===== src/rtl/riscv_32m_muldiv_sequencer_pkg.sv =====
// Shared RV32M definitions for the multiply/divide sequencer.
// Contents: widths, RV32M func7/func3 encodings, FSM state encodings,
// the operand-conditioner payload struct and conditional-negate helpers.
// Optional feature macro used by the sequencer: RV32M_FAST_MUL_EN.
package riscv_32m_muldiv_sequencer_pkg;

   localparam int unsigned XLEN   = 32;
   localparam int unsigned CNT_W  = 5;
   localparam int unsigned PROD_W = 2 * XLEN;

   localparam logic [6:0] RV32M_FUNC7 = 7'b0000001;

   localparam logic [2:0] RV32M_FUNC3_MUL    = 3'b000;
   localparam logic [2:0] RV32M_FUNC3_MULH   = 3'b001;
   localparam logic [2:0] RV32M_FUNC3_MULHSU = 3'b010;
   localparam logic [2:0] RV32M_FUNC3_MULHU  = 3'b011;
   localparam logic [2:0] RV32M_FUNC3_DIV    = 3'b100;
   localparam logic [2:0] RV32M_FUNC3_DIVU   = 3'b101;
   localparam logic [2:0] RV32M_FUNC3_REM    = 3'b110;
   localparam logic [2:0] RV32M_FUNC3_REMU   = 3'b111;

   typedef enum logic [1:0] {
      MULDIV_STATE_IDLE = 2'd0,
      MULDIV_STATE_MUL  = 2'd1,
      MULDIV_STATE_DIV  = 2'd2,
      MULDIV_STATE_FIX  = 2'd3
   } muldiv_state_e;

   // Magnitudes and sign flags of both operands as seen by the selected op.
   typedef struct packed {
      logic [XLEN-1:0] abs_a;
      logic [XLEN-1:0] abs_b;
      logic            neg_a;
      logic            neg_b;
   } operand_cond_t;

   function automatic logic [XLEN-1:0] neg_if32(input logic [XLEN-1:0] v, input logic n);
      return n ? XLEN'(-v) : v;
   endfunction

   function automatic logic [PROD_W-1:0] neg_if64(input logic [PROD_W-1:0] v, input logic n);
      return n ? PROD_W'(-v) : v;
   endfunction

endpackage


===== src/rtl/riscv_32m_muldiv_sequencer_operand_conditioner.sv =====
// Combinational operand conditioner for RV32M ops.
// Ports:
//   func3_i : RV32M op select (decides which operands are signed)
//   in0_i   : rs1 operand
//   in1_i   : rs2 operand
//   cond_o  : magnitudes and sign flags of both operands
module riscv_32m_muldiv_sequencer_operand_conditioner
   import riscv_32m_muldiv_sequencer_pkg::*;
(
   input  logic [2:0]      func3_i,
   input  logic [XLEN-1:0] in0_i,
   input  logic [XLEN-1:0] in1_i,
   output operand_cond_t   cond_o
);

   logic signed_a;
   logic signed_b;
   logic neg_a;
   logic neg_b;

   // Signedness of rs1/rs2 per op; MULHSU treats only rs1 as signed.
   always_comb begin
      signed_a = 1'b0;
      signed_b = 1'b0;
      case (func3_i)
         RV32M_FUNC3_MUL,
         RV32M_FUNC3_MULH,
         RV32M_FUNC3_DIV,
         RV32M_FUNC3_REM: begin
            signed_a = 1'b1;
            signed_b = 1'b1;
         end
         RV32M_FUNC3_MULHSU: signed_a = 1'b1;
         default: ;
      endcase
   end

   assign neg_a = signed_a & in0_i[XLEN-1];
   assign neg_b = signed_b & in1_i[XLEN-1];

   assign cond_o.neg_a = neg_a;
   assign cond_o.neg_b = neg_b;
   assign cond_o.abs_a = neg_if32(in0_i, neg_a);
   assign cond_o.abs_b = neg_if32(in1_i, neg_b);

endmodule


===== src/rtl/riscv_32m_muldiv_sequencer.sv =====
// Multi-cycle RV32M multiply/divide sequencer running beside the 32I ALU.
// Iterative shift-add multiply and restoring divide on magnitudes, with a
// single sign fix-up cycle before the result is registered.
// Optional macro RV32M_FAST_MUL_EN: multiply ops use a single-cycle product
// computed on the accept edge and go straight to the fix-up cycle.
// Ports:
//   clock_i  : core clock, rising edge
//   reset_i  : asynchronous active-high reset
//   req_i    : start request, sampled only while idle
//   func3_i  : RV32M op select, captured on accept
//   in0_i    : rs1 operand, captured on accept
//   in1_i    : rs2 operand, captured on accept
//   flush_i  : abort any operation in flight (no done, result untouched)
//   busy_o   : high while an accepted op is in progress
//   done_o   : one-cycle pulse, out_o valid in this cycle
//   out_o    : result, held until the next done_o
module riscv_32m_muldiv_sequencer
   import riscv_32m_muldiv_sequencer_pkg::*;
(
   input  logic            clock_i,
   input  logic            reset_i,
   input  logic            req_i,
   input  logic [2:0]      func3_i,
   input  logic [XLEN-1:0] in0_i,
   input  logic [XLEN-1:0] in1_i,
   input  logic            flush_i,
   output logic            busy_o,
   output logic            done_o,
   output logic [XLEN-1:0] out_o
);

   muldiv_state_e     state_q, state_d;
   logic [CNT_W-1:0]  cnt_q, cnt_d;
   logic [2:0]        func3_q, func3_d;
   // Multiplicand for MUL, divisor for DIV.
   logic [XLEN-1:0]   opnd_q, opnd_d;
   // MUL: {partial product, remaining multiplier bits}; DIV: {remainder, quotient}.
   logic [PROD_W-1:0] acc_q, acc_d;
   logic              neg_a_q, neg_a_d;
   logic              neg_b_q, neg_b_d;
   // Result in acc is already final (special cases, fast multiply).
   logic              nofix_q, nofix_d;
   logic              busy_q, busy_d;
   logic              done_q, done_d;
   logic [XLEN-1:0]   out_q, out_d;

   operand_cond_t     cond;
   logic              div_by_zero;
   logic              div_overflow;

   riscv_32m_muldiv_sequencer_operand_conditioner u_cond (
      .func3_i (func3_i),
      .in0_i   (in0_i),
      .in1_i   (in1_i),
      .cond_o  (cond)
   );

   assign div_by_zero  = (in1_i == '0);
   assign div_overflow = ((func3_i == RV32M_FUNC3_DIV) || (func3_i == RV32M_FUNC3_REM)) &&
                         (in0_i == {1'b1, {(XLEN-1){1'b0}}}) && (in1_i == '1);

`ifdef RV32M_FAST_MUL_EN
   // 33x33 signed product; modulo 2^64 it equals the 64-bit product of the
   // sign/zero-extended operands.
   logic              fast_sa;
   logic              fast_sb;
   logic [PROD_W-1:0] fast_a;
   logic [PROD_W-1:0] fast_b;
   logic [PROD_W-1:0] fast_prod;

   assign fast_sa   = (func3_i != RV32M_FUNC3_MULHU);
   assign fast_sb   = ~func3_i[1];
   assign fast_a    = {{XLEN{fast_sa & in0_i[XLEN-1]}}, in0_i};
   assign fast_b    = {{XLEN{fast_sb & in1_i[XLEN-1]}}, in1_i};
   assign fast_prod = PROD_W'(fast_a * fast_b);
`endif

   // Shift-add step: add multiplicand to the upper half when the current
   // multiplier LSB is set, then shift the whole accumulator right.
   logic [XLEN:0]     mul_sum;
   logic [PROD_W-1:0] mul_next;

   assign mul_sum  = {1'b0, acc_q[PROD_W-1:XLEN]} + (acc_q[0] ? {1'b0, opnd_q} : '0);
   assign mul_next = {mul_sum, acc_q[XLEN-1:1]};

   // Restoring step: shift the next dividend bit into the remainder and
   // keep the difference only if it did not go negative.
   logic [XLEN:0]     div_shift;
   logic              div_ge;
   logic [XLEN-1:0]   div_sub;
   logic [PROD_W-1:0] div_next;

   assign div_shift = {acc_q[PROD_W-1:XLEN], acc_q[XLEN-1]};
   assign div_ge    = (div_shift >= {1'b0, opnd_q});
   assign div_sub   = div_shift[XLEN-1:0] - opnd_q;
   assign div_next  = {(div_ge ? div_sub : div_shift[XLEN-1:0]), acc_q[XLEN-2:0], div_ge};

   // Sign fix-up values used in the FIX cycle.
   logic              fix_neg_q;
   logic [PROD_W-1:0] fix_prod;
   logic [XLEN-1:0]   fix_quot;
   logic [XLEN-1:0]   fix_rem;
   logic [XLEN-1:0]   fix_out;

   assign fix_neg_q = ~nofix_q & (neg_a_q ^ neg_b_q);
   assign fix_prod  = neg_if64(acc_q, fix_neg_q);
   assign fix_quot  = neg_if32(acc_q[XLEN-1:0], fix_neg_q);
   assign fix_rem   = neg_if32(acc_q[PROD_W-1:XLEN], ~nofix_q & neg_a_q);

   always_comb begin
      fix_out = '0;
      case (func3_q)
         RV32M_FUNC3_MUL:                     fix_out = fix_prod[XLEN-1:0];
         RV32M_FUNC3_MULH,
         RV32M_FUNC3_MULHSU,
         RV32M_FUNC3_MULHU:                   fix_out = fix_prod[PROD_W-1:XLEN];
         RV32M_FUNC3_DIV,  RV32M_FUNC3_DIVU:  fix_out = fix_quot;
         default:                             fix_out = fix_rem;
      endcase
   end

   // Next-state and output logic.
   always_comb begin
      state_d = state_q;
      cnt_d   = cnt_q;
      func3_d = func3_q;
      opnd_d  = opnd_q;
      acc_d   = acc_q;
      neg_a_d = neg_a_q;
      neg_b_d = neg_b_q;
      nofix_d = nofix_q;
      out_d   = out_q;
      done_d  = 1'b0;

      case (state_q)
         MULDIV_STATE_IDLE: begin
            if (req_i) begin
               func3_d = func3_i;
               neg_a_d = cond.neg_a;
               neg_b_d = cond.neg_b;
               nofix_d = 1'b0;
               cnt_d   = '0;
               if (!func3_i[2]) begin
`ifdef RV32M_FAST_MUL_EN
                  acc_d   = fast_prod;
                  nofix_d = 1'b1;
                  state_d = MULDIV_STATE_FIX;
`else
                  opnd_d  = cond.abs_a;
                  acc_d   = {{XLEN{1'b0}}, cond.abs_b};
                  state_d = MULDIV_STATE_MUL;
`endif
               end else if (div_by_zero) begin
                  acc_d   = {in0_i, {XLEN{1'b1}}};
                  nofix_d = 1'b1;
                  state_d = MULDIV_STATE_FIX;
               end else if (div_overflow) begin
                  acc_d   = {{XLEN{1'b0}}, 1'b1, {(XLEN-1){1'b0}}};
                  nofix_d = 1'b1;
                  state_d = MULDIV_STATE_FIX;
               end else begin
                  opnd_d  = cond.abs_b;
                  acc_d   = {{XLEN{1'b0}}, cond.abs_a};
                  state_d = MULDIV_STATE_DIV;
               end
            end
         end
         MULDIV_STATE_MUL: begin
            acc_d = mul_next;
            cnt_d = cnt_q + 1'b1;
            if (cnt_q == CNT_W'(XLEN-1)) begin
               cnt_d   = '0;
               state_d = MULDIV_STATE_FIX;
            end
         end
         MULDIV_STATE_DIV: begin
            acc_d = div_next;
            cnt_d = cnt_q + 1'b1;
            if (cnt_q == CNT_W'(XLEN-1)) begin
               cnt_d   = '0;
               state_d = MULDIV_STATE_FIX;
            end
         end
         default: begin
            out_d   = fix_out;
            done_d  = 1'b1;
            state_d = MULDIV_STATE_IDLE;
         end
      endcase

      // Flush wins over accept and over completion; result stays untouched.
      if (flush_i) begin
         state_d = MULDIV_STATE_IDLE;
         cnt_d   = '0;
         done_d  = 1'b0;
         out_d   = out_q;
      end
   end

   assign busy_d = (state_d != MULDIV_STATE_IDLE);

   always_ff @(posedge clock_i or posedge reset_i) begin
      if (reset_i) begin
         state_q <= MULDIV_STATE_IDLE;
         cnt_q   <= '0;
         func3_q <= '0;
         opnd_q  <= '0;
         acc_q   <= '0;
         neg_a_q <= 1'b0;
         neg_b_q <= 1'b0;
         nofix_q <= 1'b0;
         busy_q  <= 1'b0;
         done_q  <= 1'b0;
         out_q   <= '0;
      end else begin
         state_q <= state_d;
         cnt_q   <= cnt_d;
         func3_q <= func3_d;
         opnd_q  <= opnd_d;
         acc_q   <= acc_d;
         neg_a_q <= neg_a_d;
         neg_b_q <= neg_b_d;
         nofix_q <= nofix_d;
         busy_q  <= busy_d;
         done_q  <= done_d;
         out_q   <= out_d;
      end
   end

   assign busy_o = busy_q;
   assign done_o = done_q;
   assign out_o  = out_q;

endmodule


===== config.mk =====
export PLATFORM = sky130hd
export DESIGN_NAME = riscv_32m_muldiv_sequencer
export DESIGN_NICKNAME = d
export VERILOG_FILES = /design/src/rtl/riscv_32m_muldiv_sequencer_pkg.sv /design/src/rtl/riscv_32m_muldiv_sequencer_operand_conditioner.sv /design/src/rtl/riscv_32m_muldiv_sequencer.sv
export SDC_FILE = /design/constraint.sdc
export NUM_CORES = 1
export LEC_CHECK = 0
export CAP_MARGIN = 20
export CORE_MARGIN = 2
export CORE_UTILIZATION = 51
export DETAILED_ROUTE_END_ITERATION = 7
export DONT_BUFFER_PORTS = 1
export GPL_ROUTABILITY_DRIVEN = 1
export GPL_TIMING_DRIVEN = 0
export PLACE_DENSITY = 0.66
export SETUP_SLACK_MARGIN = 0.02
export SLEW_MARGIN = 20
export SYNTH_ARGS = -nofsm -noshare
export SYNTH_HDL_FRONTEND = slang
export SYNTH_SLANG_ARGS = --single-unit
export TNS_END_PERCENT = 20

===== constraint.sdc =====
create_clock -name clock_i -period 7.47 [get_ports clock_i]
set_input_delay 1.1205 -clock clock_i [delete_from_list [all_inputs] [get_ports clock_i]]
set_output_delay 1.1205 -clock clock_i [all_outputs]
set_load 0.005 [all_outputs]

==> impl_metrics.env <==
export IMPL_slew_headroom_pct=23.71
export IMPL_stdcell_count=2392
export IMPL_register_area_um2=3578
export IMPL_die_h_um=176.4
export IMPL_p_leak_nw=6.757
export IMPL_syn_inst=1969
export IMPL_initial_utilization_pct=51.43
export IMPL_place_hpwl_um=52940
export IMPL_final_core_util_pct=55.22
export IMPL_p_int_mw=2.556
export IMPL_design_power_total_mw=5.255
export IMPL_pin_count=105
export IMPL_avgSynthCellArea_um2=7.701
export IMPL_tns_ns=0
export IMPL_finalWeightedCongestion=1.060
export IMPL_tightest_slew_ns=1.144
export IMPL_antenna_left=0
export IMPL_drc=0
export IMPL_reg2reg_to="acc_q[57]"
export IMPL_cts_tree="done"
export IMPL_timing_setup_critical_path_class="reg2reg"
export IMPL_fin_crit_ns=5.040
export IMPL_die_w_um=176.4
export IMPL_reg2reg_depth=13
export IMPL_max_clock_freq_ghz=0.1984
export IMPL_htreeDepth=4
export IMPL_grt_total_usage_pct=43.03
export IMPL_powerDensity_nw_per_um2=322.8
export IMPL_yosys_cell_types_count=100
export IMPL_cap_viol_max_count=0
export IMPL_dp_cells=2360
export IMPL_rows=63
export IMPL_seq_area_frac_synth_pct=23.60
export IMPL_overflow=0
export IMPL_first_pass_iters=8
export IMPL_cts_setup_buffers=0
export IMPL_irDropWorstVdd_mv=0.1621
export IMPL_netlist_area_leader_share_pct=23.60
export IMPL_required_ns=7.82
export IMPL_clock_latency_ns=0.47
export IMPL_synth_area_um2=15160
export IMPL_coreArea_um2=29480
export IMPL_setup_ws_ns=2.430
export IMPL_worstHoldPathType="in2async"
export IMPL_ys_seq_elements=143
export IMPL_ctsResizeCount=0
export IMPL_cts_root_buf="clkbuf_16"
export IMPL_synth_most_common_cell="a21oi_1"
export IMPL_rsz0062_at_grt="no"
export IMPL_num_fill_cells=2910
export IMPL_combPwrFrac_pct=59.4
export IMPL_grt_pass1_vias=15390
export IMPL_power_frac_clock_pct=17.3
export IMPL_drtIter0Drc=2457
export IMPL_hold_viol_final=0
export IMPL_grt_first_pass_wirelength_um=98990
export IMPL_dieArea_um2=31130
export IMPL_synth_nets=2117
export IMPL_critPathLaunchType="register"
export IMPL_critPathMaxFanout=10
export IMPL_rrSetupSlack_ns=2.43
export IMPL_wl_um=66840
export IMPL_synth_edff_count=0
export IMPL_worstSetupEndpointType="register"
export IMPL_synth_common_cells="a21oi_1 (210), nor2_1 (176), nand2_1 (161), o21ai_0 (149), dfrtp_1 (143)"
export IMPL_worstPathArrival_ns=5.39
export IMPL_drive_gt1_share_pct=7.193
export IMPL_syn_to_final_growth_pct=7.361
export IMPL_via_per_inst=6.872
export IMPL_grt_start_max_net_pins=101
export IMPL_multi_input_area_um2=10670
export IMPL_port_buffers=0
export IMPL_status="finished, final reports clean"
export IMPL_yosys_top_cells_area="dfrtp_1 (24%), a21oi_1 (6.9%), xnor2_1 (6.4%), ha_1 (6.2%), o21ai_0 (4.9%)"
export IMPL_skew_ns=0.01511
export IMPL_pre_cts_ws_ns=2.775
export IMPL_antennaDiodeCount=0
export IMPL_p_sw_mw=2.699
export IMPL_period_share_pct=67.47
export IMPL_cts_path_max_buffers=2
export IMPL_slew_violations=0
export IMPL_yosysTopAreaCell="dfrtp_1"
export IMPL_nets=2137
export IMPL_synth_top_flop_cell="dfrtp_1"
export IMPL_cts_buffers=17
export IMPL_path_clk_slew_ns=0.08
export IMPL_hold_buffers=0
export IMPL_switching_share_pct=51.36
export IMPL_synthArstFlopShare_pct=100.0
export IMPL_ys_warn_count=0
export IMPL_setup_viol=0
export IMPL_r2r_start="acc_q[0]"
export IMPL_cts_sinks=143
export IMPL_vias=16440
export IMPL_antenna_found_initial=2
export IMPL_p_seq_share_pct=23.3
export IMPL_wl_per_cell_um=27.94
power by group through the flow:
stage	clock network [mW]	registers [mW]	logic [mW]
2_1_floorplan	0	1.12	2.15
3_3_place_gp	0	1.22	2.97
3_5_place_dp	0	1.22	2.99
4_1_cts	0.908	1.21	3.01
5_1_grt	0.940	1.24	3.34
6_report	0.911	1.22	3.12
flip-flops by register name (all words and copies together), names as in the netlist, 2 cells and up:
name / count
cnt_q: 5
opnd_q: 32
acc_q: 64
state_q: 2
out_o: 32
func3_q: 3
routing by layer:
layer	up-vias	share of wire (%)	GRT usage, %
li1	7284	-	-
met1	7911	41	58.80
met2	1050	42	63.91
met3	192	10	9.647
met4	2	5.8	21.35
met5	-	0.019	0
worst max-delay path by stage:
stage              from    endpoint  slack [ns]  depth (start not counted)
2_1_floorplan   reset_i    acc_q[0]        2.51                          1
3_3_place_gp    reset_i  opnd_q[15]        0.61                          1
3_5_place_dp   acc_q[0]   acc_q[57]        2.77                         13
4_1_cts        acc_q[0]   acc_q[57]        2.75                         13
5_1_grt        acc_q[0]   acc_q[57]        2.40                         13
6_report       acc_q[0]   acc_q[57]        2.43                         13
kinds of logic (layout without fill, tap and decap cells):
kind of cell	count (synthesis)	in the layout	share of synthesized area (%)
fa+ha+maj	77	77	6.453
buf+inv	220	253	6.024
simple gates	595	595	19.39
mux	71	71	5.017
flops	143	143	23.60
compound gates	671	671	28.43
xor+xnor	192	192	11.09
through the flow:
step	hold WS (ns)	cell area, um2
final	0.4901	16280
after global routing	0.5112	16280
after CTS	0.4896	16280
after detailed placement	0.4727	15690
after global placement	0.4637	15650
after floorplan	0.4498	15160
final cells by class:
class                      count  share of cell area (%)
timing repair buffer           1                  0.1691
buffer                       146                   3.904
tap                          390                   2.997
inverter                      74                   1.752
multi-input combinational   1606                   65.55
clock inverter                15                   1.030
sequential                   143                   21.98
clock buffer                  17                   2.613
placed cells by master, fill, tap and decap left out, drive strengths merged, types with 15 or more instances in the layout:
master | netlist | layout
a21o | 30 | 30
a21oi | 210 | 210
a221oi | 30 | 30
a22o | 20 | 20
a22oi | 31 | 31
a31oi | 25 | 25
buf | 33 | 34
clkbuf | 110 | 127
dfrtp | 143 | 143
ha | 75 | 75
inv | 72 | 81
mux2 | 40 | 40
mux2i | 31 | 31
nand2 | 163 | 163
nand2b | 18 | 18
nand3 | 41 | 41
nand4 | 28 | 28
nor2 | 177 | 177
nor3 | 63 | 63
nor4 | 19 | 19
o211ai | 20 | 20
o21a | 15 | 15
o21ai | 157 | 157
o221ai | 15 | 15
o31ai | 21 | 21
or3 | 20 | 20
xnor2 | 110 | 110
xor2 | 82 | 82
worst max-delay path, cell delays in order (launching register included):
cell and delay, ns:
dfrtp_1 0.59, inv_1 0.22, clkbuf_1 0.53, nor2_1 0.19
fa_1 0.49, a211oi_1 0.26, o21ai_0 0.28, o2111ai_1 0.60
nand2_1 0.16, a31oi_1 0.36, o21ai_0 0.19, o41ai_1 0.66
mux2i_1 0.26, o21ai_0 0.10
Note: power is estimated with default switching activity, not from simulation.
